File: src/rtl/mc_pkg.sv
// Shared encodings for the multicycle CPU control path: ALU ops, opcodes,
// funct codes, FSM states and datapath select values.
package mc_pkg;

    typedef enum logic [2:0] {
        ALU_NOP = 3'd0,
        ALU_ADD = 3'd1,
        ALU_SUB = 3'd2,
        ALU_AND = 3'd3,
        ALU_OR  = 3'd4,
        ALU_XOR = 3'd5,
        ALU_NOR = 3'd6,
        ALU_DEC = 3'd7
    } alu_op_e;

    localparam logic [5:0] OP_RTYPE = 6'h00;
    localparam logic [5:0] OP_J     = 6'h02;
    localparam logic [5:0] OP_BEQ   = 6'h04;
    localparam logic [5:0] OP_BNE   = 6'h05;
    localparam logic [5:0] OP_ADDI  = 6'h08;
    localparam logic [5:0] OP_ANDI  = 6'h0C;
    localparam logic [5:0] OP_ORI   = 6'h0D;
    localparam logic [5:0] OP_XORI  = 6'h0E;
    localparam logic [5:0] OP_LW    = 6'h23;
    localparam logic [5:0] OP_SW    = 6'h2B;

    localparam logic [5:0] FN_ADD = 6'h20;
    localparam logic [5:0] FN_SUB = 6'h22;
    localparam logic [5:0] FN_AND = 6'h24;
    localparam logic [5:0] FN_OR  = 6'h25;
    localparam logic [5:0] FN_XOR = 6'h26;
    localparam logic [5:0] FN_NOR = 6'h27;

    typedef enum logic [3:0] {
        S_FETCH    = 4'd0,
        S_DECODE   = 4'd1,
        S_EXEC_R   = 4'd2,
        S_R_WB     = 4'd3,
        S_EXEC_I   = 4'd4,
        S_I_WB     = 4'd5,
        S_MEM_ADDR = 4'd6,
        S_MEM_RD   = 4'd7,
        S_MEM_WB   = 4'd8,
        S_MEM_WR   = 4'd9,
        S_BRANCH   = 4'd10,
        S_JUMP     = 4'd11,
        S_ILLEGAL  = 4'd12
    } state_e;

    localparam logic [1:0] SRCB_REG    = 2'd0;
    localparam logic [1:0] SRCB_FOUR   = 2'd1;
    localparam logic [1:0] SRCB_IMM    = 2'd2;
    localparam logic [1:0] SRCB_IMM_SH = 2'd3;

    localparam logic [1:0] PCSRC_ALU    = 2'd0;
    localparam logic [1:0] PCSRC_ALUOUT = 2'd1;
    localparam logic [1:0] PCSRC_JUMP   = 2'd2;

    function automatic state_e decode_next(input logic [5:0] op);
        state_e s;
        case (op)
            OP_RTYPE:                           s = S_EXEC_R;
            OP_LW, OP_SW:                       s = S_MEM_ADDR;
            OP_BEQ, OP_BNE:                     s = S_BRANCH;
            OP_J:                               s = S_JUMP;
            OP_ADDI, OP_ANDI, OP_ORI, OP_XORI:  s = S_EXEC_I;
            default:                            s = S_ILLEGAL;
        endcase
        return s;
    endfunction

endpackage

File: src/rtl/multicycle_ctrl_alu_dec.sv
// mc_alu_dec: combinational ALU operation select from FSM state, opcode and funct.
module mc_alu_dec
    import mc_pkg::*;
(
    input  state_e     state_i,
    input  logic [5:0] opcode_i,
    input  logic [5:0] funct_i,
    output logic [2:0] alu_op_o
);

    alu_op_e op;

    always_comb begin
        op = ALU_NOP;
        case (state_i)
            S_FETCH, S_DECODE, S_MEM_ADDR: op = ALU_ADD;
            S_BRANCH:                      op = ALU_SUB;
            S_EXEC_R: begin
                case (funct_i)
                    FN_ADD:  op = ALU_ADD;
                    FN_SUB:  op = ALU_SUB;
                    FN_AND:  op = ALU_AND;
                    FN_OR:   op = ALU_OR;
                    FN_XOR:  op = ALU_XOR;
                    FN_NOR:  op = ALU_NOR;
                    default: op = ALU_NOP;
                endcase
            end
            S_EXEC_I: begin
                case (opcode_i)
                    OP_ADDI: op = ALU_ADD;
                    OP_ANDI: op = ALU_AND;
                    OP_ORI:  op = ALU_OR;
                    OP_XORI: op = ALU_XOR;
                    default: op = ALU_NOP;
                endcase
            end
            default: op = ALU_NOP;
        endcase
    end

    assign alu_op_o = op;

endmodule

File: src/rtl/multicycle_ctrl.sv
// Main control FSM of the multicycle CPU. Optional build macro
// MC_CTRL_ILLEGAL_TRAP_EN turns ILLEGAL into a sticky terminal trap.
module multicycle_ctrl
    import mc_pkg::*;
#(
    parameter bit MEM_WAIT_EN = 1'b1
) (
    input  logic       clk,
    input  logic       rst_n,
    input  logic [5:0] opcode,
    input  logic [5:0] funct,
    input  logic       zero,
    input  logic       mem_ready,
    output logic [2:0] alu_op,
    output logic       alu_src_a,
    output logic [1:0] alu_src_b,
    output logic       iord,
    output logic       mem_read,
    output logic       mem_write,
    output logic       ir_write,
    output logic       reg_dst,
    output logic       mem_to_reg,
    output logic       reg_write,
    output logic [1:0] pc_source,
    output logic       pc_write_en,
    output logic [3:0] state,
    output logic       illegal_op
);

    // state      | meaning
    // FETCH      | read instruction at PC, PC += 4 when memory completes
    // DECODE     | register read, branch target precompute
    // EXEC_R     | R-type ALU operation
    // R_WB       | write ALUOut to rd
    // EXEC_I     | immediate ALU operation
    // I_WB       | write ALUOut to rt
    // MEM_ADDR   | effective address for lw/sw
    // MEM_RD     | data read, waits for mem_ready
    // MEM_WB     | write MDR to rt
    // MEM_WR     | data write, waits for mem_ready
    // BRANCH     | compare, conditional PC update
    // JUMP       | PC <= jump target
    // ILLEGAL    | unknown opcode

    state_e     state_q, state_d;
    logic       mem_done;
    logic [2:0] alu_op_dec;

    assign mem_done = MEM_WAIT_EN ? mem_ready : 1'b1;

    always_comb begin
        state_d = state_q;
        case (state_q)
            S_FETCH:    if (mem_done) state_d = S_DECODE;
            S_DECODE:   state_d = decode_next(opcode);
            S_EXEC_R:   state_d = S_R_WB;
            S_EXEC_I:   state_d = S_I_WB;
            S_MEM_ADDR: state_d = (opcode == OP_SW) ? S_MEM_WR : S_MEM_RD;
            S_MEM_RD:   if (mem_done) state_d = S_MEM_WB;
            S_MEM_WR:   if (mem_done) state_d = S_FETCH;
`ifdef MC_CTRL_ILLEGAL_TRAP_EN
            S_ILLEGAL:  state_d = S_ILLEGAL;
`else
            S_ILLEGAL:  state_d = S_FETCH;
`endif
            default:    state_d = S_FETCH;
        endcase
    end

`ifdef MC_CTRL_ILLEGAL_TRAP_EN
    logic illegal_q;

    always_ff @(posedge clk or negedge rst_n) begin
        if (!rst_n) begin
            state_q   <= S_FETCH;
            illegal_q <= 1'b0;
        end else begin
            state_q <= state_d;
            if (state_d == S_ILLEGAL) illegal_q <= 1'b1;
        end
    end

    assign illegal_op = illegal_q;
`else
    always_ff @(posedge clk or negedge rst_n) begin
        if (!rst_n) state_q <= S_FETCH;
        else        state_q <= state_d;
    end

    assign illegal_op = 1'b0;
`endif

    mc_alu_dec u_alu_dec (
        .state_i  (state_q),
        .opcode_i (opcode),
        .funct_i  (funct),
        .alu_op_o (alu_op_dec)
    );

    // Outputs are forced quiet while rst_n is low so that no strobe survives the reset edge.
    always_comb begin
        alu_op      = ALU_NOP;
        alu_src_a   = 1'b0;
        alu_src_b   = SRCB_REG;
        iord        = 1'b0;
        mem_read    = 1'b0;
        mem_write   = 1'b0;
        ir_write    = 1'b0;
        reg_dst     = 1'b0;
        mem_to_reg  = 1'b0;
        reg_write   = 1'b0;
        pc_source   = PCSRC_ALU;
        pc_write_en = 1'b0;
        if (rst_n) begin
            alu_op = alu_op_dec;
            case (state_q)
                S_FETCH: begin
                    mem_read    = 1'b1;
                    alu_src_b   = SRCB_FOUR;
                    ir_write    = mem_done;
                    pc_write_en = mem_done;
                end
                S_DECODE:   alu_src_b = SRCB_IMM_SH;
                S_EXEC_R:   alu_src_a = 1'b1;
                S_R_WB: begin
                    reg_dst   = 1'b1;
                    reg_write = 1'b1;
                end
                S_EXEC_I, S_MEM_ADDR: begin
                    alu_src_a = 1'b1;
                    alu_src_b = SRCB_IMM;
                end
                S_I_WB:     reg_write = 1'b1;
                S_MEM_RD: begin
                    iord     = 1'b1;
                    mem_read = 1'b1;
                end
                S_MEM_WB: begin
                    mem_to_reg = 1'b1;
                    reg_write  = 1'b1;
                end
                S_MEM_WR: begin
                    iord      = 1'b1;
                    mem_write = 1'b1;
                end
                S_BRANCH: begin
                    alu_src_a   = 1'b1;
                    pc_source   = PCSRC_ALUOUT;
                    pc_write_en = (opcode == OP_BNE) ? ~zero : zero;
                end
                S_JUMP: begin
                    pc_source   = PCSRC_JUMP;
                    pc_write_en = 1'b1;
                end
                default: ;
            endcase
        end
    end

    assign state = state_q;

endmodule
File: config.mk
export PLATFORM = sky130hd
export DESIGN_NAME = multicycle_ctrl
export DESIGN_NICKNAME = d
export VERILOG_FILES = /design/src/rtl/mc_pkg.sv /design/src/rtl/multicycle_ctrl_alu_dec.sv /design/src/rtl/multicycle_ctrl.sv
export SDC_FILE = /design/constraint.sdc
export NUM_CORES = 1
export LEC_CHECK = 0
export ABC_AREA = 1
export CELL_PAD_IN_SITES_DETAIL_PLACEMENT = 0
export CELL_PAD_IN_SITES_GLOBAL_PLACEMENT = 1
export CORE_UTILIZATION = 26
export CTS_CLUSTER_DIAMETER = 60
export DETAILED_ROUTE_END_ITERATION = 6
export HOLD_SLACK_MARGIN = 0.12
export PLACE_DENSITY = 0.84
export SETUP_SLACK_MARGIN = 0.2
export SLEW_MARGIN = 25
export SYNTH_ARGS = -nofsm -noshare
export SYNTH_HDL_FRONTEND = slang
export SYNTH_HIERARCHICAL = 1
export SYNTH_SLANG_ARGS = --single-unit
File: constraint.sdc
create_clock -name clk -period 1.6 [get_ports clk]
set_input_delay 0.32 -clock clk [delete_from_list [all_inputs] [get_ports clk]]
set_output_delay 0.32 -clock clk [all_outputs]
set_load 0.01 [all_outputs]
== After elaboration in Yosys (flattened, before gate mapping) ==
Cells that the tools add are included.
Word-level totals
  bits in registers: 4
  input bits: 16
  output and inout bits: 21
  logic and storage cells: 76
Operators by class
  equality and inequality tests: 29
  muxes and demuxes: 33
  bitwise gates (word level): 1
  reduce and logical (&&, ||, !) cells: 12
Operator list (number)
  equality test 6 bit (second input constant): 8
  one-hot mux 4 bit (7 select lines): 1
  equality test 6 x 4 -> 1 bit (second input constant): 4
  one-hot mux 3 bit (4 select lines): 2
  one-hot mux 4 bit (5 select lines): 1
  2-to-1 mux 1 bit: 18
  one-hot mux 3 bit (6 select lines): 1
  equality test 4 x 3 -> 1 bit (second input constant): 4
  equality test 4 bit (second input constant): 4
  2-to-1 mux 4 bit: 4
  equality test 6 x 3 -> 1 bit (second input constant): 2
  OR reduction 2 bit: 5
  equality test 4 x 2 -> 1 bit (second input constant): 2
  OR reduction 4 bit: 2
  equality test 6 x 2 -> 1 bit (second input constant): 1
  logical NOT 6 bit: 1
  inequality test 2 bit (second input constant): 3
  one-hot mux 2 bit (3 select lines): 1
  OR reduction 3 bit: 2
  equality test 4 x 1 -> 1 bit (second input constant): 1
  logical NOT 4 bit: 1
  2-to-1 mux 2 bit: 2
  one-hot mux 2 bit (2 select lines): 1
  2-to-1 mux 3 bit: 1
  3 further kinds: 3

== Depth between registers and ports, before layout ==
  word-level depth: 4
  mapped depth: 9
  gate-level depth less buffers: 9

== Cells and area by module ==
The synthesis kept the hierarchy.
By module, submodules not included
  multicycle_ctrl: times used 1, cells each 116, area each 623.1 um^2, seq. area each 100.1 um^2
  mc_alu_dec: times used 1, cells each 50, area each 222.7 um^2, seq. area each 0.0 um^2

== Worst setup path after synthesis ==
No wires, ideal clock.
  path type: reg-to-output
  from: register state_q[3], in the netlist state[3]
  to: output port pc_write_en
  arrival time: 1.195 ns
  data required time: 1.280 ns
  setup slack: 0.085 ns
  stages on the path, launching flop included: 8
  buffers on the path: 0
  cells stage by stage: dfrtp_1 -> inv_2 -> nand2_4 -> nor3_2 -> nand2_1 -> nand2_1 -> inv_1 -> a21oi_2
On the way
  word-level cells in the longest chain between the ends: 3
  elaborated cells on any way between the ends: 5
  classes of those cells: eq/ne: 2; mux: 2; reduce/logical: 1
RTL lines
  start: declaration: line multicycle_ctrl.sv:45  | state_e state_q, state_d;
  start signal: assignment: line multicycle_ctrl.sv:87  | else state_q <= state_d;
  equality test 4 bit / logical NOT 4 bit (equally long branches): line multicycle_ctrl.sv:116  | case (state_q)
  one-hot mux 1 bit (3 select lines) (*): line multicycle_ctrl.sv:116
  2-to-1 mux 1 bit (*): line multicycle_ctrl.sv:114  | if (rst_n) begin
  end: declaration: line multicycle_ctrl.sv:25  | output logic pc_write_en,
Every way passes the cells marked *; elsewhere a longest branch is shown, timed or not.

== Worst setup path in the final report ==
  from: register state_q[1], in the netlist state[1]
  to: output port alu_op[0]
On the way
  word-level cells in the longest chain between the ends: 4
  elaborated cells on any way between the ends: 9
  classes of those cells: eq/ne: 5; mux: 2; reduce/logical: 2
RTL lines
  equality test 4 x 1 -> 1 bit, or another cell as far along: line multicycle_ctrl_alu_dec.sv:15  | case (state_i)
  OR reduction 3 bit: line multicycle_ctrl_alu_dec.sv:15
  one-hot mux 3 bit (4 select lines) (*): line multicycle_ctrl_alu_dec.sv:15
  via alu_op_dec[0]: line multicycle_ctrl.sv:47  | logic [2:0] alu_op_dec;
  2-to-1 mux 3 bit (*): line multicycle_ctrl.sv:114
  end: declaration: line multicycle_ctrl.sv:14  | output logic [2:0] alu_op,
The timed path passes the listed nets; every way through them passes the cells marked *.

==> run summary <==
Number of global-route vias before repair -> 1151
Syn. warnings -> 6
Initial antenna violation count -> 0
Layout Nets -> 267
Power Dens Cells -> 1220 nW/µm²
Syn_nets -> 182
Max reg flops -> 4
Top cell by count, worst path -> buf_4
Slowest-stage cell, CP -> dfrtp_2
WL/cell -> 10.2 µm
Mapped cell area -> 846 µm²
Synth Area in Adders -> 0%
Multi-input logic area -> 757 µm²
Status -> finished with violations
Cells after Synth -> 166
Seq cells post-synth -> 4
Htree depth -> 1
Most frequent cells in the layout -> 32 x nand2_1, 31 x buf_4, 24 x nor2_1, 21 x inv_1
Final Slew Violations -> 0
Gpl congestion -> 0.814
Worst Skew -> 7.24 ps
Root buffer cell -> clkbuf_4
CTS Buf Count -> 3
Crit Path Max Fanout -> 2
Period minus WS final -> 1780 ps
IO Pins -> 37
Final Worst Setup Slack -> -177 ps
Bufs on Longest Clock Path -> 2
Port buffer count -> 35
DR vias -> 1277
CP peak stage delay -> 400 ps
Crit path capture type -> primary output
Sequence of cells on the critical path -> buf_4 > inv_2 > nor2_4 > buf_4 > a21oi_2 > nand3_1 > nand2_1 > inv_1 > buf_6
Arrival time at the worst endpoint -> 1460 ps
Fin. Hold Viols -> 0
# DRC -> 0
CP Launch Type -> flop
Setup Viol. Count Final -> 12
Area Growth Syn to Fin -> 114%
Placed Area -> 1480 µm²
Avg Inst Size Synth -> 5.10 µm²
Non-Filler Instances -> 293
Total track usage -> 17.9%
Simple-gate area share of the yosys netlist -> 58.6%
Row count -> 20
Crit path kind -> reg2out
Fin area -> 1810 µm²
Antenna Cells -> 0
Max_cap viols -> 0
Die Footprint -> 3490 µm²
CTS sink count -> 4
Main combinational cell family by area after synthesis -> simple AND/OR/NAND/NOR gates
Detail Route Antenna Nets -> 0
Placed cells -> 272
Routed WL -> 2980 µm
Iter 0 DRT Violations -> 36
Share of the synthesized area in the top cell type -> 18.6%
Required time worst endpoint -> 1280 ps
Synth top area cells -> nand2_1 19%, nor2_1 15%, inv_1 13%
Commonest non-fill, non-tap cell in the layout -> nand2_1
Fin Hold WS -> 640 ps
Cell accounting for the most synthesized area -> nand2_1
F_max -> 563 MHz
Die Y-Extent -> 59.0 µm
Clk Latency, worst-skew pair -> 240 ps
Share of layout cells above drive strength 1 -> 51.8%
Post-route clock period utilization -> 111%
RSZ-0062 raised after global routing -> true
Sequential fraction of the synthesis area -> 11.8%
Synth Area in Compound Gates -> 10.4%
Synth unique cells -> 28
Core area -> 3080 µm²
Dpl hpwl -> 2060 µm
Pleak -> 0.997 nW
Detailed Routing Iterations Pass 1 -> 4
First-pass GRT wire length -> 4780 µm
Violated checks -> setup timing
Worst vdd ir -> 0.722 mV
Largest net degree at the start of global routing -> 12
Multiplexer share of the synthesized area -> 0%
Path category of the worst min-delay check -> in2async
Total global routing overflow -> 0
Die width -> 59.0 µm
Via density -> 4.36
Finished Core Util -> 58.9%
Clock transition at path regs -> 40 ps
Register area -> 105 µm²
CTS tree -> done
Initial core utilization -> 27.5%
Layout fillers -> 304
Placement Setup Slack -> -685 ps
XOR/XNOR Fraction of Synth Area -> 1.04%
## Yosys cell counts
| cell type | instances |
|---|---|
| o21ai_2 | 1 |
| xor2_1 | 1 |
| nor3_2 | 1 |
| clkbuf_1 | 1 |
| nand2_4 | 1 |
| nand2_1 | 42 |
| o21ai_0 | 5 |
| inv_1 | 30 |
| a21oi_1 | 4 |
| nor3_1 | 3 |
| nor2_4 | 3 |
| nand3b_1 | 1 |
| a31oi_1 | 1 |
| nand3_1 | 17 |
| nor3_4 | 1 |
| o21ai_1 | 1 |
| a21oi_2 | 1 |
| o21bai_1 | 1 |
| nand4_1 | 2 |
| inv_2 | 4 |
| dfrtp_1 | 4 |
| nor2_2 | 2 |
| buf_6 | 1 |
| buf_4 | 1 |
| nand2_2 | 1 |
| conb_1 | 1 |
| nor2_1 | 34 |
| o22ai_1 | 1 |
## layer usage
metal  vias to the layer above  share of wire (%)  GRT usage, %
li1                        677                  -             -
met4                         0               0.54          4.76
met1                       575                 44          22.0
met3                         2                3.1          3.49
met5                         -                  0             0
met2                        23                 52          31.8
## timing repair
item                       4_1_cts  5_1_grt
hold buffers                     0        1
setup buffers                   12        5
hold endpoints to repair         0        4
pin swaps                       26       11
gates resized for setup        115       46
setup endpoints to repair       24       21
## cell type report
class                      count  area share [%]
multi-input combinational    125            41.8
tap                           44            3.04
inverter                      34            7.87
clock buffer                   3            1.24
timing repair buffer          83            40.3
sequential                     4            5.80
## final timing paths
kind                            cells past startpoint                  from  slack [ps]                    to
worst min-delay path                                3                 rst_n         640  state[3]$_DFFE_PN0P_
worst max register to register                     11  state[3]$_DFFE_PN0P_         120  state[3]$_DFFE_PN0P_
worst min register to register                      5  state[0]$_DFFE_PN0P_         800  state[0]$_DFFE_PN0P_
min in group clk                                    6             opcode[0]         710  state[2]$_DFFE_PN0P_
worst max-delay path                                9  state[1]$_DFFE_PN0P_        -180             alu_op[0]
max in group asynchronous                           3                 rst_n         770  state[2]$_DFFE_PN0P_
## where the power goes
group	internal (W)	switching, W
sequential	0.000149	0.0000557
clock	0.0000841	0.0000443
combinational	0.000994	0.000893
total	0.00123	0.000993
## critical path, delay by kind of cell (launching register included)
family                 cells  cell delay, ps
buffers and inverters      5             500
AND/OR/NAND/NOR            3             180
flip-flops                 1             400
AO/OA/AOI/OAI              1             130
## through the flow
| step | total power, W | TNS, ps |
|---|---|---|
| floorplan | 0.000832 | 0 |
| global placement | 0.00147 | -7860 |
| detailed placement | 0.00147 | -7770 |
| CTS | 0.00192 | -1700 |
| finish | 0.00222 | -1420 |
| global route | 0.00239 | -2620 |
## cell families (layout without fill, tap and decap cells)
kind of cell           count (synthesis)  in the layout
AND/OR/NAND/NOR                      108            108
AO/OA/AOI/OAI                         15             15
flip-flops                             4              4
other                                  1              1
XOR/XNOR                               1              1
buffers and inverters                 37            120
No activity file was read; power rests on OpenSTA's default activity.
